File: src/rtl/vec_commit_ctrl.sv
// In-order commit controller between scalar issue/commit logic and rvv_core.
// Define VEC_COMMIT_CTRL_TIMEOUT_EN to build the commit watchdog behind timeout_o.
module vec_commit_ctrl #(
    parameter int unsigned NumEntries    = 8,
    parameter int unsigned TimeoutCycles = 1024,
    parameter int unsigned IdWidth       = 8
) (
    input  logic               clk_i,
    input  logic               rst_ni,
    input  logic               s_valid_i,
    output logic               s_ready_o,
    input  logic [IdWidth-1:0] s_insn_id_i,
    output logic               v_valid_o,
    input  logic               v_ready_i,
    input  logic               resolve_valid_i,
    input  logic [IdWidth-1:0] resolve_id_i,
    input  logic               flush_req_i,
    output logic               insn_can_commit_o,
    output logic [IdWidth-1:0] insn_can_commit_id_o,
    output logic               flush_o,
    input  logic               done_i,
    input  logic [IdWidth-1:0] done_insn_id_i,
    input  logic               illegal_insn_i,
    output logic               retire_o,
    output logic               exception_o,
    output logic               order_err_o,
    output logic               timeout_o
);

    localparam int unsigned IdxW = (NumEntries > 1) ? $clog2(NumEntries) : 1;
    localparam int unsigned PtrW = IdxW + 1;

    typedef enum logic [1:0] {
        RUN   = 2'd0,
        FLUSH = 2'd1,
        DRAIN = 2'd2
    } state_e;

    state_e state_q, state_d;

    logic [PtrW-1:0]    head_q, head_d;
    logic [PtrW-1:0]    tail_q, tail_d;
    logic [IdWidth-1:0] id_q [NumEntries];
    logic [NumEntries-1:0] res_q;

    logic [IdxW-1:0]    head_idx, tail_idx;
    logic [IdWidth-1:0] head_id;
    logic               empty, full, run, head_res;
    logic               push, pop, resolve_hit, done_bad;

    logic flush_q, retire_q, exception_q, order_err_q;

    // Queue status decoded from the registered pointers
    assign head_idx = head_q[IdxW-1:0];
    assign tail_idx = tail_q[IdxW-1:0];
    assign empty    = (head_q == tail_q);
    assign full     = (head_idx == tail_idx) && (head_q[IdxW] != tail_q[IdxW]);
    assign head_id  = id_q[head_idx];
    assign head_res = ~empty & res_q[head_idx];
    assign run      = (state_q == RUN);

    // Issue path is a pure pass-through gated by occupancy and state
    assign v_valid_o = s_valid_i & ~full & run;
    assign s_ready_o = v_ready_i & ~full & run;

    assign push        = s_valid_i & s_ready_o;
    assign pop         = done_i & ~empty & (done_insn_id_i == head_id);
    assign done_bad    = done_i & ~pop;
    assign resolve_hit = resolve_valid_i & ~empty & (resolve_id_i == head_id);

    assign insn_can_commit_o    = head_res;
    assign insn_can_commit_id_o = empty ? '0 : head_id;
    assign flush_o              = flush_q;
    assign retire_o             = retire_q;
    assign exception_o          = exception_q;
    assign order_err_o          = order_err_q;

    // Next-state and pointer update
    always_comb begin
        state_d = state_q;
        head_d  = head_q;
        tail_d  = tail_q;
        if (push) tail_d = tail_q + PtrW'(1);
        if (pop)  head_d = head_q + PtrW'(1);
        case (state_q)
            RUN: begin
                if (flush_req_i) state_d = FLUSH;
            end
            FLUSH: begin
                // Only a resolved head survives; a same-cycle pop leaves the queue empty
                tail_d  = (head_res | pop) ? head_q + PtrW'(1) : head_q;
                state_d = (head_res & ~pop) ? DRAIN : RUN;
            end
            DRAIN: begin
                if (pop | empty) state_d = RUN;
            end
            default: state_d = RUN;
        endcase
    end

    always_ff @(posedge clk_i or negedge rst_ni) begin
        if (!rst_ni) begin
            state_q     <= RUN;
            head_q      <= '0;
            tail_q      <= '0;
            res_q       <= '0;
            flush_q     <= 1'b0;
            retire_q    <= 1'b0;
            exception_q <= 1'b0;
            order_err_q <= 1'b0;
        end else begin
            state_q <= state_d;
            head_q  <= head_d;
            tail_q  <= tail_d;
            if (resolve_hit) res_q[head_idx] <= 1'b1;
            if (push)        res_q[tail_idx] <= 1'b0;
            flush_q     <= (state_d == FLUSH);
            retire_q    <= pop;
            exception_q <= pop & illegal_insn_i;
            order_err_q <= order_err_q | done_bad;
        end
    end

    // Payload storage needs no reset: entries are only read once pushed
    always_ff @(posedge clk_i) begin
        if (push) id_q[tail_idx] <= s_insn_id_i;
    end

`ifdef VEC_COMMIT_CTRL_TIMEOUT_EN
    localparam int unsigned CntW = $clog2(TimeoutCycles + 1);

    logic [CntW-1:0] wd_cnt_q;
    logic            timeout_q;

    // Watchdog counts committable cycles that see no retire
    always_ff @(posedge clk_i or negedge rst_ni) begin
        if (!rst_ni) begin
            wd_cnt_q  <= '0;
            timeout_q <= 1'b0;
        end else if (insn_can_commit_o & ~pop) begin
            if (wd_cnt_q != CntW'(TimeoutCycles)) wd_cnt_q <= wd_cnt_q + CntW'(1);
            if (wd_cnt_q == CntW'(TimeoutCycles - 1)) timeout_q <= 1'b1;
        end else begin
            wd_cnt_q <= '0;
        end
    end

    assign timeout_o = timeout_q;
`else
    logic unused_timeout_cfg;
    assign unused_timeout_cfg = ^32'(TimeoutCycles);
    assign timeout_o          = 1'b0;
`endif

endmodule

File: config.mk
export PLATFORM = sky130hd
export DESIGN_NAME = vec_commit_ctrl
export DESIGN_NICKNAME = d
export VERILOG_FILES = /design/src/rtl/vec_commit_ctrl.sv
export SDC_FILE = /design/constraint.sdc
export NUM_CORES = 1
export LEC_CHECK = 0
export CORE_MARGIN = 3
export CORE_UTILIZATION = 35
export DETAILED_ROUTE_END_ITERATION = 6
export PLACE_DENSITY = 0.54
export SYNTH_ARGS = -nofsm -noshare
export SYNTH_HDL_FRONTEND = slang
export SYNTH_SLANG_ARGS = --single-unit
File: constraint.sdc
create_clock -name clk_i -period 3 [get_ports clk_i]
set_clock_uncertainty 0.15 [all_clocks]
set_input_delay 0.6 -clock clk_i [delete_from_list [all_inputs] [get_ports clk_i]]
set_output_delay 0.6 -clock clk_i [all_outputs]
set_load 0.03 [all_outputs]
---- After elaboration in Yosys (flattened, before gate mapping) ----
Memories as Yosys holds them, arrays and structs flattened.
Index checks and enable logic that the tools add are counted.
storage, ports and cells
  flip-flop bits (word level) ............. 22
  RAM bits ................................ 64
  memories ................................ 1
memory list
  memory  depth  bits a word  read ports  clocked after Yosys merged registers in  write ports  line  RTL
  id_q    8      8            1           0                                        1            43    logic [IdWidth-1:0] id_q [NumEntries];
cells by class
  eq/ne operators ......................... 8
  bitwise gates (word level) .............. 22
  $add $sub $neg .......................... 2
  reduce and logical (&&, ||, !) cells .... 5
  magnitude comparators ................... 4
  mux-type cells .......................... 18
operators by type and width
  kind                                                        count
  two-way mux 8 bit                                           3
  equality test 8 bit                                         2
  bitwise AND 1 bit                                           13
  two-way mux 4 bit                                           3
  adder 4 x 1 -> 4 bit, second input constant                 2
  bitwise AND 8 bit                                           1
  less-than comparator 3 x 4 -> 1 bit, second input constant  2
  NOT 8 bit                                                   1
  OR 8 bit                                                    1
  demux 1 bit (select 3 bit)                                  2
  >= comparator 3 x 1 -> 1 bit, second input constant         2
  two-way mux 2 bit                                           3
  case mux 2 bit (3 select lines)                             1
  two-way mux 1 bit                                           5
  equality test 2 x 1 -> 1 bit, second input constant         2
  equality test 4 bit                                         1
  binary-select mux 1 bit (select 3 bit)                      1
  equality test 3 bit                                         1
  logical AND 1 bit                                           3
  NOT 1 bit                                                   3
  OR 1 bit                                                    3
  equality test 2 bit, second input constant                  1
  zero test 2 bit                                             1
  nonzero test 2 bit                                          1
  inequality test 1 bit                                       1

---- Depth between registers and ports, before layout ----
  depth in word-level cells ............... 9
  depth in mapped cells ................... 11
  gate-level depth less buffers ........... 7

---- Worst setup path after synthesis ----
OpenSTA, ideal clock, no wires.
  path type ............................... reg2reg
  start point ............................. reg head_q[1]
  end point ............................... mem id_q[0][0], enable pin
  clock period less this slack ............ 3.071 ns
  stages on the path, launching flop included .. 9
  setup time .............................. 0.386 ns
  required time ........................... 2.464 ns
  arrival time ............................ 2.536 ns
  path buffers ............................ 2
  path slack .............................. -0.071 ns
  path through ............................ dfrtp_1 > buf_2 > buf_2 > xor2_1 > o41a_1 > and2_1 > nand2_1 > or2_1 > nor3_1
on the way
  longest elaborated chain between the ends .. 8
ends and longest elaborated chain
  element                                  line  RTL
  from (decl)                              41    logic [PtrW-1:0] head_q, head_d;
  from (signal assigned)                   104   head_q <= '0;
  from (signal assigned)                   113   head_q <= head_d;
  equality test 3 bit                      57    assign full = (head_idx == tail_idx) && (head_q[IdxW] != tail_q[IdxW]);
  logical AND 1 bit                        57
  NOT 1 bit                                64    assign s_ready_o = v_ready_i & ~full & run;
  bitwise AND 1 bit (2 in series)          64
  net s_ready_o                            11    output logic s_ready_o,
  bitwise AND 1 bit                        66    assign push = s_valid_i & s_ready_o;
  two-way mux 1 bit                        126   if (push) id_q[tail_idx] <= s_insn_id_i;
  two-way mux 1 bit (implied by the code)  126
  to (decl)                                43
The timed path passes the listed nets, and every way through them passes these cells.

---- Worst setup path after layout ----
  start point ............................. reg head_q[1]
  end point ............................... out insn_can_commit_id_o[5]
on the way
  longest elaborated chain between the ends .. 2
  elaborated cells on any way between the ends .. 3
  classes of those cells .................. eq/ne: 1; mux: 1; memory: 1
ends and longest elaborated chain
  element                                                                line  RTL
  memory read (8 x 8 bit) / equality test 4 bit (equally long branches)  --
  two-way mux 8 bit (*)                                                  72    assign insn_can_commit_id_o = empty ? '0 : head_id;
  to (decl)                                                              19    output logic [IdWidth-1:0] insn_can_commit_id_o,
Mark *: on every way between the ends. The rest lies on a longest branch, timed or not.

==> metrics.yaml <==
die_w_um: 115
ys.flop_type: "edfxtp_1"
period_share: 0.975
ant_nets: 0
synth_warnings: 0
core_area_um2: 11500
syn_avg_cell_area_um2: 13.3
worstHoldPathType: "flip-flop to flip-flop"
clk_pin_slew_worst_paths_ns: 0.06
muxShareOfSynthArea: 0.112
synth.largest_area_cell: "edfxtp_1"
arrival_ns: 2.17
setup_viol: 0
port_buffers: 46
slew_violations: 0
via_count: 2744
die_h_um: 115
synth_compound_area_frac: 0.0870
drive_gt1_frac: 0.244
dr.first_iter.drc_count: 185
critical_path_class: "flip-flop to output pin"
row_count: 39
syn_inst: 311
grt_max_degree: 29
p_leak_nw: 2.17
yosys.area_share.simple: 0.137
critPathLaunchType: "flip-flop"
fin_nets: 435
hpwl_um: 6720
routed_wirelength_um: 9620
crit_required_ns: 2.25
ir_worst_vdd_mv: 0.318
synthArstFlopShare: 0.256
ys_top_cells_by_count: "edfxtp_1, nor2_1, dfrtp_1, mux2i_1"
syn2layout_area_growth_pct: 32.4
synth-adder-area-share: 0.00606
fin_tns_setup_ns: 0
synth_area_leaders: "edfxtp_1, dfrtp_1, mux2i_1, mux4_2, nor2_1"
yosysUniqueCellTypes: 52
grt_pass1_vias: 2769
dp_slack_ns: -0.160
clk_path_buf_depth: 2
gp_congestion: 0.742
tightest_slew_ns: 0.540
synth_edf_count: 64
synthXorXnorAreaFrac: 0.0276
seq_area_frac_synth: 0.599
place_area_um2: 5000
hold_viol_final: 0
antenna_cells: 0
cts_max_level: 3
routedWlPerCell_um: 17.5
cts_sinks: 86
root_buffer: "clkbuf_16"
postCtsHoldBufs: 0
end_kind: "output pin"
viasPerCell: 5.00
grt_remaining_overflow: 0
path_max_fanout: 9
firstDrtPassIters: 4
timing.hold.ws_ns: 0.307
clk_latency_ns: 0.33
ys_seq_elements: 86
fin_area_um2: 5460
syn_area_um2: 4130
antenna_found_initial: 0
maxSlewHeadroom: 0.639
yosysMostFrequentCell: "edfxtp_1"
outcome: "finished clean"
syn-num-nets: 345
min_period_ns: 2.92
final.setup.worst_slack_ns: 0.0755
route.detailed.drc: 0
cts_tree: "built"
max-cap-violations: 0
cts_made_buffers: 9
synth_top_area_frac: 0.466
max_freq_mhz: 342
grt_pass1_wl_um: 15100
io_pins: 48
synth_top_family_by_area: "simple AND/OR/NAND/NOR gates"
die_area_um2: 13100
grt.total_usage: 0.153
power_density_nw_per_um2: 553
initial_utilization: 0.360
-- layout by cell type, fill, tap and decap left out, types with 9 or more instances in the layout --
| cell type | count |
|---|---|
| nand2_1 | 10 |
| nor2_1 | 34 |
| nand3_1 | 10 |
| mux2i_1 | 17 |
| clkbuf_16 | 9 |
| buf_4 | 44 |
| edfxtp_1 | 64 |
| dfrtp_1 | 21 |
| clkdlybuf4s50_1 | 35 |
-- worst paths after layout --
| check | startpoint | end | slack (ns) | cells past startpoint |
|---|---|---|---|---|
| max reg2reg | head_q[2] | tail_q[0] | 0.11 | 9 |
| max | head_q[1] | insn_can_commit_id_o[5] | 0.08 | 9 |
| max in group asynchronous | rst_ni | head_q[2] | 1.97 | 2 |
| min reg2reg | order_err_o | order_err_o | 0.31 | 1 |
| min in group asynchronous | rst_ni | order_err_o | 0.47 | 2 |
| min | order_err_o | order_err_o | 0.31 | 1 |
-- cell families after synthesis --
group	count (synthesis)
other	1
flip-flops	86
XOR/XNOR	13
AND/OR/NAND/NOR	106
multiplexers	35
adder cells (fa/ha/maj)	2
buffers and inverters	20
AO/OA/AOI/OAI	48
-- repair_timing --
item,4_1_cts,5_1_grt
pin swaps,1,2
setup buffers,1,7
cloned,0,1
gates resized for setup,17,9
endpoints found under the hold margin,0,0
setup endpoints to repair,22,18
-- metal layers --
layer,vias up,part of all wire,track usage
met3,14,0.039,0.0243
li1,1345,-,-
met5,-,0,0
met4,0,0.016,0.0586
met1,1335,0.45,0.207
met2,50,0.49,0.248
-- state kept, by name, summed over array words and instances (netlist names) --
register,cells
tail_q,4
id_q,64
head_q,4
retire_o,1
state_q,2
exception_o,1
res_q,8
order_err_o,1
flush_o,1
-- cell type report --
class                      instances  area (um^2)
clock inverter                     7          143
tap                              143          179
clock buffer                       9          225
inverter                           4         15.0
sequential                        86         2470
fill                             993         6000
multi-input combinational        206         1580
timing repair buffer              94          850
-- report_power, final --
part	internal (mW)	switching (mW)	total (mW)
sequential	1.30	0.0129	1.32
clock	0.902	0.456	1.36
combinational	0.158	0.185	0.344
-- worst max-delay path: stages (launching register included) --
cell     delay (ns)
dfrtp_1        0.40
buf_6          0.15
buf_4          0.16
nor2b_1        0.15
buf_4          0.15
a22o_4         0.24
buf_4          0.14
nor3_2         0.16
buf_4          0.15
buf_6          0.12
-- per-stage QoR --
step,power (mW),utilization,cells
final,3.02,0.476,549
after floorplan,1.51,-,311
after global placement,1.69,0.436,524
after CTS,3.04,0.470,541
after detailed placement,1.69,0.436,524
after global routing,3.14,0.476,549
(Power assumes the default switching activity.)
